<file path="src/rtl/magia_pkg.sv">
// rtl/magia_pkg.sv - shared AXI channel types, command kinds and default print addresses
package magia_pkg;

    localparam int unsigned AXI_ID_W   = 4;
    localparam int unsigned AXI_ADDR_W = 32;
    localparam int unsigned AXI_DATA_W = 32;
    localparam int unsigned AXI_USER_W = 1;

    localparam logic [31:0] DEFAULT_STDERR_ADDR = 32'hFFFF_0000;
    localparam logic [31:0] DEFAULT_STDOUT_ADDR = 32'hFFFF_0004;
    localparam logic [31:0] DEFAULT_EOC_ADDR    = 32'hCC03_0000;

    localparam logic [1:0] AXI_RESP_OKAY = 2'b00;
    localparam logic [1:0] AXI_BURST_INCR = 2'b01;

    typedef enum logic [1:0] {
        CMD_CHAR   = 2'd0,
        CMD_STDERR = 2'd1,
        CMD_EOC    = 2'd2,
        CMD_RSVD   = 2'd3
    } cmd_kind_e;

    typedef enum logic [1:0] {
        ST_IDLE,
        ST_SEND,
        ST_WAIT_B,
        ST_HALT
    } print_state_e;

    typedef struct packed {
        logic [AXI_ID_W-1:0]   id;
        logic [AXI_ADDR_W-1:0] addr;
        logic [7:0]            len;
        logic [2:0]            size;
        logic [1:0]            burst;
        logic                  lock;
        logic [3:0]            cache;
        logic [2:0]            prot;
        logic [3:0]            qos;
        logic [3:0]            region;
        logic [5:0]            atop;
        logic [AXI_USER_W-1:0] user;
    } axi_aw_chan_t;

    typedef struct packed {
        logic [AXI_DATA_W-1:0]   data;
        logic [AXI_DATA_W/8-1:0] strb;
        logic                    last;
        logic [AXI_USER_W-1:0]   user;
    } axi_w_chan_t;

    typedef struct packed {
        logic [AXI_ID_W-1:0]   id;
        logic [1:0]            resp;
        logic [AXI_USER_W-1:0] user;
    } axi_b_chan_t;

    typedef struct packed {
        logic [AXI_ID_W-1:0]   id;
        logic [AXI_ADDR_W-1:0] addr;
        logic [7:0]            len;
        logic [2:0]            size;
        logic [1:0]            burst;
        logic                  lock;
        logic [3:0]            cache;
        logic [2:0]            prot;
        logic [3:0]            qos;
        logic [3:0]            region;
        logic [AXI_USER_W-1:0] user;
    } axi_ar_chan_t;

    typedef struct packed {
        logic [AXI_ID_W-1:0]   id;
        logic [AXI_DATA_W-1:0] data;
        logic [1:0]            resp;
        logic                  last;
        logic [AXI_USER_W-1:0] user;
    } axi_r_chan_t;

    typedef struct packed {
        axi_aw_chan_t aw;
        logic         aw_valid;
        axi_w_chan_t  w;
        logic         w_valid;
        logic         b_ready;
        axi_ar_chan_t ar;
        logic         ar_valid;
        logic         r_ready;
    } axi_default_req_t;

    typedef struct packed {
        logic        aw_ready;
        logic        ar_ready;
        logic        w_ready;
        logic        b_valid;
        axi_b_chan_t b;
        logic        r_valid;
        axi_r_chan_t r;
    } axi_default_rsp_t;

endpackage

</file>
<file path="src/rtl/magia_print_axi_master.sv">
// rtl/magia_print_axi_master.sv - single-beat AXI write initiator for stdout chars, stderr counts and EOC
module magia_print_axi_master
    import magia_pkg::*;
#(
    parameter logic [31:0]         STDERR_ADDR = DEFAULT_STDERR_ADDR,
    parameter logic [31:0]         STDOUT_ADDR = DEFAULT_STDOUT_ADDR,
    parameter logic [31:0]         EOC_ADDR    = DEFAULT_EOC_ADDR,
    parameter logic [AXI_ID_W-1:0] AXI_ID      = '0
) (
    input  logic                        clk,
    input  logic                        rst_n,
    input  logic                        cmd_valid,
    output logic                        cmd_ready,
    input  logic [1:0]                  cmd_kind,
    input  logic [31:0]                 cmd_data,
    output magia_pkg::axi_default_req_t axi_req_o,
    input  magia_pkg::axi_default_rsp_t axi_rsp_i,
    output logic                        busy,
    output logic                        eoc_done,
    output logic [7:0]                  bresp_err_cnt,
    output logic                        illegal_cmd
);

    print_state_e state;
    logic         cmd_ready_q;
    logic         aw_valid_q;
    logic         w_valid_q;
    logic         b_ready_q;
    logic         busy_q;
    logic         eoc_done_q;
    logic         illegal_q;
    logic         is_eoc_q;
    logic [7:0]   err_cnt_q;
    logic [31:0]  addr_q;
    logic [31:0]  data_q;

    logic         accept;
    logic         start_write;
    logic         start_eoc;
    logic         start_illegal;
    logic [31:0]  start_addr;
    logic [31:0]  start_data;
    logic         aw_ok;
    logic         w_ok;
    logic         unused_rsp;

    assign accept = cmd_valid && cmd_ready_q && (state == ST_IDLE);

    always_comb begin
        start_write   = 1'b0;
        start_eoc     = 1'b0;
        start_illegal = 1'b0;
        start_addr    = STDOUT_ADDR;
        start_data    = {24'b0, cmd_data[7:0]};
        case (cmd_kind_e'(cmd_kind))
            // A NUL character is swallowed rather than printed.
            CMD_CHAR:   start_write = (cmd_data[7:0] != 8'h00);
            CMD_STDERR: begin
                start_write = 1'b1;
                start_addr  = STDERR_ADDR;
                start_data  = cmd_data;
            end
            CMD_EOC: begin
                start_write = 1'b1;
                start_eoc   = 1'b1;
                start_addr  = EOC_ADDR;
                start_data  = cmd_data;
            end
            default:    start_illegal = 1'b1;
        endcase
    end

    // A channel counts as done once its valid has dropped or it handshakes this cycle.
    assign aw_ok = !aw_valid_q || axi_rsp_i.aw_ready;
    assign w_ok  = !w_valid_q  || axi_rsp_i.w_ready;

    always_ff @(posedge clk or posedge rst_n) begin
        if (rst_n) begin
            state       <= ST_IDLE;
            cmd_ready_q <= 1'b1;
            aw_valid_q  <= 1'b0;
            w_valid_q   <= 1'b0;
            b_ready_q   <= 1'b0;
            busy_q      <= 1'b0;
            eoc_done_q  <= 1'b0;
            illegal_q   <= 1'b0;
            is_eoc_q    <= 1'b0;
            err_cnt_q   <= 8'd0;
            addr_q      <= 32'd0;
            data_q      <= 32'd0;
        end else begin
            illegal_q <= 1'b0;
            case (state)
                ST_IDLE: begin
                    if (accept && start_write) begin
                        addr_q      <= start_addr;
                        data_q      <= start_data;
                        is_eoc_q    <= start_eoc;
                        aw_valid_q  <= 1'b1;
                        w_valid_q   <= 1'b1;
                        busy_q      <= 1'b1;
                        cmd_ready_q <= 1'b0;
                        state       <= ST_SEND;
                    end
                    if (accept && start_illegal) begin
                        illegal_q <= 1'b1;
                    end
                end
                ST_SEND: begin
                    if (aw_valid_q && axi_rsp_i.aw_ready) aw_valid_q <= 1'b0;
                    if (w_valid_q && axi_rsp_i.w_ready)   w_valid_q  <= 1'b0;
                    if (aw_ok && w_ok) begin
                        b_ready_q <= 1'b1;
                        state     <= ST_WAIT_B;
                    end
                end
                ST_WAIT_B: begin
                    if (axi_rsp_i.b_valid) begin
                        b_ready_q <= 1'b0;
                        busy_q    <= 1'b0;
                        if (axi_rsp_i.b.resp != AXI_RESP_OKAY && err_cnt_q != 8'hFF) begin
                            err_cnt_q <= err_cnt_q + 8'd1;
                        end
                        if (is_eoc_q) begin
                            eoc_done_q <= 1'b1;
                            state      <= ST_HALT;
                        end else begin
                            cmd_ready_q <= 1'b1;
                            state       <= ST_IDLE;
                        end
                    end
                end
                ST_HALT: begin
                    state <= ST_HALT;
                end
                default: begin
                    state       <= ST_IDLE;
                    cmd_ready_q <= 1'b1;
                end
            endcase
        end
    end

    always_comb begin
        axi_req_o          = '0;
        axi_req_o.aw.id    = AXI_ID;
        axi_req_o.aw.addr  = addr_q;
        axi_req_o.aw.len   = 8'd0;
        axi_req_o.aw.size  = 3'd2;
        axi_req_o.aw.burst = AXI_BURST_INCR;
        axi_req_o.aw_valid = aw_valid_q;
        axi_req_o.w.data   = data_q;
        axi_req_o.w.strb   = 4'hF;
        axi_req_o.w.last   = 1'b1;
        axi_req_o.w_valid  = w_valid_q;
        axi_req_o.b_ready  = b_ready_q;
    end

    assign unused_rsp    = ^axi_rsp_i;
    assign cmd_ready     = cmd_ready_q;
    assign busy          = busy_q;
    assign eoc_done      = eoc_done_q;
    assign bresp_err_cnt = err_cnt_q;
    assign illegal_cmd   = illegal_q;

endmodule

</file>
<file path="config.mk">
export PLATFORM = sky130hd
export DESIGN_NAME = magia_print_axi_master
export DESIGN_NICKNAME = d
export VERILOG_FILES = /design/src/rtl/magia_pkg.sv /design/src/rtl/magia_print_axi_master.sv
export SDC_FILE = /design/constraint.sdc
export NUM_CORES = 1
export LEC_CHECK = 0
export ABC_CLOCK_PERIOD_IN_PS = 4940
export BUFFER_PORTS_ARGS = -buffer_cell sky130_fd_sc_hd__buf_2
export CAP_MARGIN = 20
export CELL_PAD_IN_SITES_DETAIL_PLACEMENT = 1
export CELL_PAD_IN_SITES_GLOBAL_PLACEMENT = 2
export CORE_MARGIN = 10
export CORE_UTILIZATION = 22
export DETAILED_ROUTE_END_ITERATION = 12
export MAX_ROUTING_LAYER = met4
export PLACE_DENSITY_LB_ADDON = 0.1
export SLEW_MARGIN = 20
export SYNTH_ARGS = -nofsm -noshare
export SYNTH_HDL_FRONTEND = slang
export SYNTH_SLANG_ARGS = --single-unit
</file>
<file path="constraint.sdc">
create_clock -name clk -period 4.94 [get_ports clk]
set_clock_uncertainty 0.2 [all_clocks]
set_input_delay 0.741 -clock clk [delete_from_list [all_inputs] [get_ports clk]]
set_output_delay 0.741 -clock clk [all_outputs]
set_load 0.005 [all_outputs]
</file>
== Yosys cells after proc, flatten, opt, wreduce, memory -nomap -nowiden ==
Index checks and enable logic that the tools add are counted.

* Flip-flop bits (word level): 82
* Output and inout port bits: 193

* Add/sub/neg operators: 1
* Eq/ne operators: 12
* Muxes and demuxes: 25
* Reduce and logical (&&, ||, !) cells: 30

{| class="wikitable"
|+ Operators by type and width
! kind !! number
|-
| $pmux W30 S2 || 1
|-
| $mux W32 || 1
|-
| $reduce_and A3 Y1 || 7
|-
| $mux W1 || 12
|-
| $pmux W1 S2 || 6
|-
| $ne A2 B2 Y1 const B || 5
|-
| $add A8 B1 Y8 const B || 1
|-
| $logic_and A1 B1 Y1 || 8
|-
| $mux W2 || 4
|-
| $ne A8 B8 Y1 const B || 1
|-
| $pmux W2 S4 || 1
|-
| $reduce_bool A2 Y1 || 4
|-
| $reduce_bool A8 Y1 || 1
|-
| $eq A2 B2 Y1 const B || 3
|-
| $eq A2 B1 Y1 const B || 2
|-
| $logic_not A2 Y1 || 2
|-
| $reduce_and A4 Y1 || 1
|-
| $reduce_or A3 Y1 || 1
|-
| $logic_not A1 Y1 || 2
|-
| $logic_or A1 B1 Y1 || 2
|-
| $ne A2 B1 Y1 const B || 1
|-
| $reduce_and A2 Y1 || 1
|-
| $reduce_or A2 Y1 || 1
|}

== Depth between registers and ports, before layout ==
* Word-level depth: 6
* Mapped depth: 6
* Mapped depth without buffers: 5

== Worst setup path before layout ==
Ideal clock, no wire load.

* Path kind: input -> register
* Start: input port cmd_kind[0]
* End: register data_q[0]
* Library setup time: 125 ps
* Data arrival time: 1753 ps
* Setup slack: 2862 ps
* Stages on the path: 5
* Path buffers: 1
* Path through: inv_1 ha_1 o21ai_2 buf_6 mux2_4

* Word-level cells in the longest chain between the ends: 5
* Elaborated cells between the ends (all ways): 7
* Those cells by class: eq/ne: 2; mux: 1; reduce/logical: 4

{| class="wikitable"
|+ Ends and longest elaborated chain
! what !! line !! text
|-
| start, declared || magia_print_axi_master.sv:14 || <nowiki>input logic [1:0] cmd_kind,</nowiki>
|-
| $eq A2 B2 Y1 / $eq A2 B1 Y1 (equally long branches) || magia_print_axi_master.sv:55 || <nowiki>case (cmd_kind_e'(cmd_kind))</nowiki>
|-
| $reduce_or A2 Y1 (no line) || n/a ||
|-
| $pmux W1 S2 (*) || magia_print_axi_master.sv:55 ||
|-
| $logic_and A1 B1 Y1 (*) || magia_print_axi_master.sv:95 || <nowiki>if (accept && start_write) begin</nowiki>
|-
| $reduce_and A2 Y1 (no line) (*) || n/a ||
|-
| end signal, assigned || magia_print_axi_master.sv:97 || <nowiki>data_q <= start_data;</nowiki>
|-
| end, declared || magia_print_axi_master.sv:35 || <nowiki>logic [31:0] data_q;</nowiki>
|}

Every way passes the cells marked *; elsewhere a longest branch is shown, timed or not.
A chain may end at the register's enable or synchronous reset.

== Worst setup path in the final report ==
* Start: input port cmd_data[5]
* End: register is_eoc_q

* Word-level cells in the longest chain between the ends: 4

{| class="wikitable"
|+ Ends and longest elaborated chain
! what !! line !! text
|-
| start, declared || magia_print_axi_master.sv:15 || <nowiki>input logic [31:0] cmd_data,</nowiki>
|-
| $reduce_bool A8 Y1 || magia_print_axi_master.sv:57 || <nowiki>CMD_CHAR: start_write = (cmd_data[7:0] != 8'h00);</nowiki>
|-
| $pmux W1 S2 || magia_print_axi_master.sv:55 ||
|-
| $logic_and A1 B1 Y1 || magia_print_axi_master.sv:95 ||
|-
| $reduce_and A2 Y1 (no line) || n/a ||
|-
| end signal, assigned || magia_print_axi_master.sv:98 || <nowiki>is_eoc_q <= start_eoc;</nowiki>
|-
| end, declared || magia_print_axi_master.sv:32 || <nowiki>logic is_eoc_q;</nowiki>
|}

No other way between the ends.

==> results.yml <==
clock_network:
  ctsLongestPathBuffers: 2
  path_clk_slew_ns: 0.07
  postCtsSetupBuffers: 0
  clockRootBuffer: "clkbuf_16"
  cts_sinks: 53
  hold_buffers: 0
  clk_latency_ns: 0.30
  cts_tree: "done"
  h-tree-depth: 2
  cts_buffers: 5
  post_cts_resized: 0
floorplan:
  initial_utilization_pct: 22.5
  core_um2: 14600
  die_y_um: 143
  die-area_um2: 20300
  die_w_um: 143
  std_cell_rows: 44
  ios: 282
logic_synthesis:
  yosys.area.top_type_share_pct: 39.4
  yosysSeqAreaShare_pct: 40.2
  yosys.area.top_type: "dfrtp_1"
  async_flop_share_pct: 100
  synth_ff_type: "dfrtp_1"
  yosys-top-cells-area: "dfrtp_1 (39%), buf_4 (33%), a22o_1 (6.4%)"
  synth_cell_type_count: 35
  ys_seq_elements: 53
  yosys_warnings: 0
  syn_avg_cell_area_um2: 10.6
  synth_edf_count: 0
  netlist_area_um2: 3300
  syn_inst: 311
sta:
  slew-limit-headroom_pct: 52.5
  hold_viol: 0
  rsz0062_at_grt: "false"
  slew_viol_final: 0
  setup_viol: 0
  tightest_slew_ns: 0.709
  fmax_mhz: 360
  period_minus_slack_ns: 2.78
  setup_tns_ns: 0
  finalCritPeriodShare_pct: 56.2
placement:
  placement.cell_area_um2: 3420
  gp_congestion: 0.699
  port_buffers: 105
  hpwl_um: 7730
global_route:
  grt_use_met1_pct: 11.0
  grtUsageMet2_pct: 14.4
  track_usage_pct: 9.07
  grt_use_met3_pct: 2.57
  top_usage_layer: "met2"
  grt-ovfl-total: 0
  antenna_found_initial: 0
  grt_pass1_wl_um: 13900
  grt_pass1_vias: 2349
  grt_max_degree: 44
pwr:
  p_seq_share_pct: 41.2
  p_int_w: 0.00126
  clkPwrFrac_pct: 22.3
  ir_worst_vdd_v: 0.000133
  comb_power_share_pct: 36.5
  p_per_area_nw_per_um2: 524
  total_power_w: 0.00188
  power_switching_w: 0.000620
  p_leak_nw: 1.99
  swShare_pct: 32.9
min_path:
  hold_class: "primary input to async pin"
job:
  drv_cap: 0
critical_path:
  cp-start-kind: "primary input"
  cp.arrival_ns: 2.76
  crit_required_ns: 4.93
  r2r_start: "state[1]"
  crit_path_start: "cmd_data[5]"
  path_max_fanout: 24
  ff2ff_path_depth: 5
  path_class: "primary input to flop"
  end_kind: "flop"
cells_and_area:
  postLayoutCellArea_um2: 3590
  final_cell_mix: "conb_1 (129), buf_2 (105), dfrtp_1 (52)"
  drive_above_1_share_pct: 32.9
  mostFrequentLayoutCell: "conb_1"
  antennaDiodeCount: 0
  area_delta_synth_final_pct: 8.68
  fillers: 1773
  final_nets: 495
routing:
  vias: 2014
  drc_errors: 0
  ant_nets: 0
  first_pass_iters: 4
  drt_iter0_drc: 72
  wirelength_um: 9490
  wl_per_cell_um: 16.2
  viasPerCell: 3.44
outcome:
  outcome: "finished, final reports clean"
cell families after synthesis:
kind of cell	Yosys count	synth area share [%]
buffers and inverters	160	35.8
other	2	0.227
DFF	53	40.2
xor gates and xnor gates	7	1.86
AOI/OAI and AO/OA	34	8.53
adders and majority gates	6	2.27
muxes	12	5.08
and+or+nand+nor	37	6.03
worst paths after layout:
path	endpoint	slack [ns]
max	is_eoc_q	2.16
min	data_q[19]	0.16
max reg2reg	is_eoc_q	2.84
min reg2reg	eoc_done	0.27
max in group asynchronous	data_q[1]	3.50
min in group clk	eoc_done	0.27
critical path, stage by stage:
cell and delay, ns:
buf_2 0.11, nor4_1 0.35, a21boi_1 0.18, o21ai_4 0.60, buf_4 0.43, mux2_4 0.33
final cells by class:
type                    count  area [um^2]  share of cell area [%]
inverters                   7         26.3                   0.732
repair buffers            108          556                    15.5
well taps                 184          230                    6.42
clock buffers               7          143                    3.97
multi-input cells         225         1280                    35.6
flip-flops and latches     53         1330                    37.0
clock inverters             1         30.0                   0.837
synthesized netlist by cell type (3+ instances only):
cell     number
buf_4       146
dfrtp_1      52
a22o_1       24
nand2_1      12
mux2_4        9
inv_1         7
xnor2_1       7
ha_1          6
nor2_1        5
a21oi_1       4
buf_6         4
buf_2         3
nand3_1       3
nand4_1       3
layer usage:
layer  up-vias  share of wire, %
li1        931                 -
met1       962                44
met2       114                49
met3         7               5.7
met4         0               1.1
met5         -                 0
registers in the layout (all words and copies together), names as in the netlist:
signal and count:
addr_q 3, aw_valid_q 1, b_ready_q 1, bresp_err_cnt 8
busy 1, cmd_ready 1, data_q 32, eoc_done 1
illegal_cmd 1, is_eoc_q 1, state 2, w_valid_q 1
power groups by stage:
stage          clock network (W)  logic, W  registers, W
2_1_floorplan                  0  0.000491      0.000785
3_3_place_gp                   0  0.000709      0.000777
3_5_place_dp                   0  0.000709      0.000784
4_1_cts                 0.000443  0.000710      0.000780
5_1_grt                 0.000464  0.000775      0.000809
6_report                0.000419  0.000688      0.000775
stage by stage:
stage	utilization (%)	hold slack, ns	instances	setup WS [ns]
4_1_cts	24.5	0.168	585	2.15
2_1_floorplan	-	0.266	438	2.71
3_5_place_dp	23.3	0.263	577	1.81
5_1_grt	24.5	0.180	585	1.97
6_report	24.5	0.163	585	2.16
3_3_place_gp	23.2	0.258	576	1.82
Note: power is estimated with default switching activity, not from simulation.
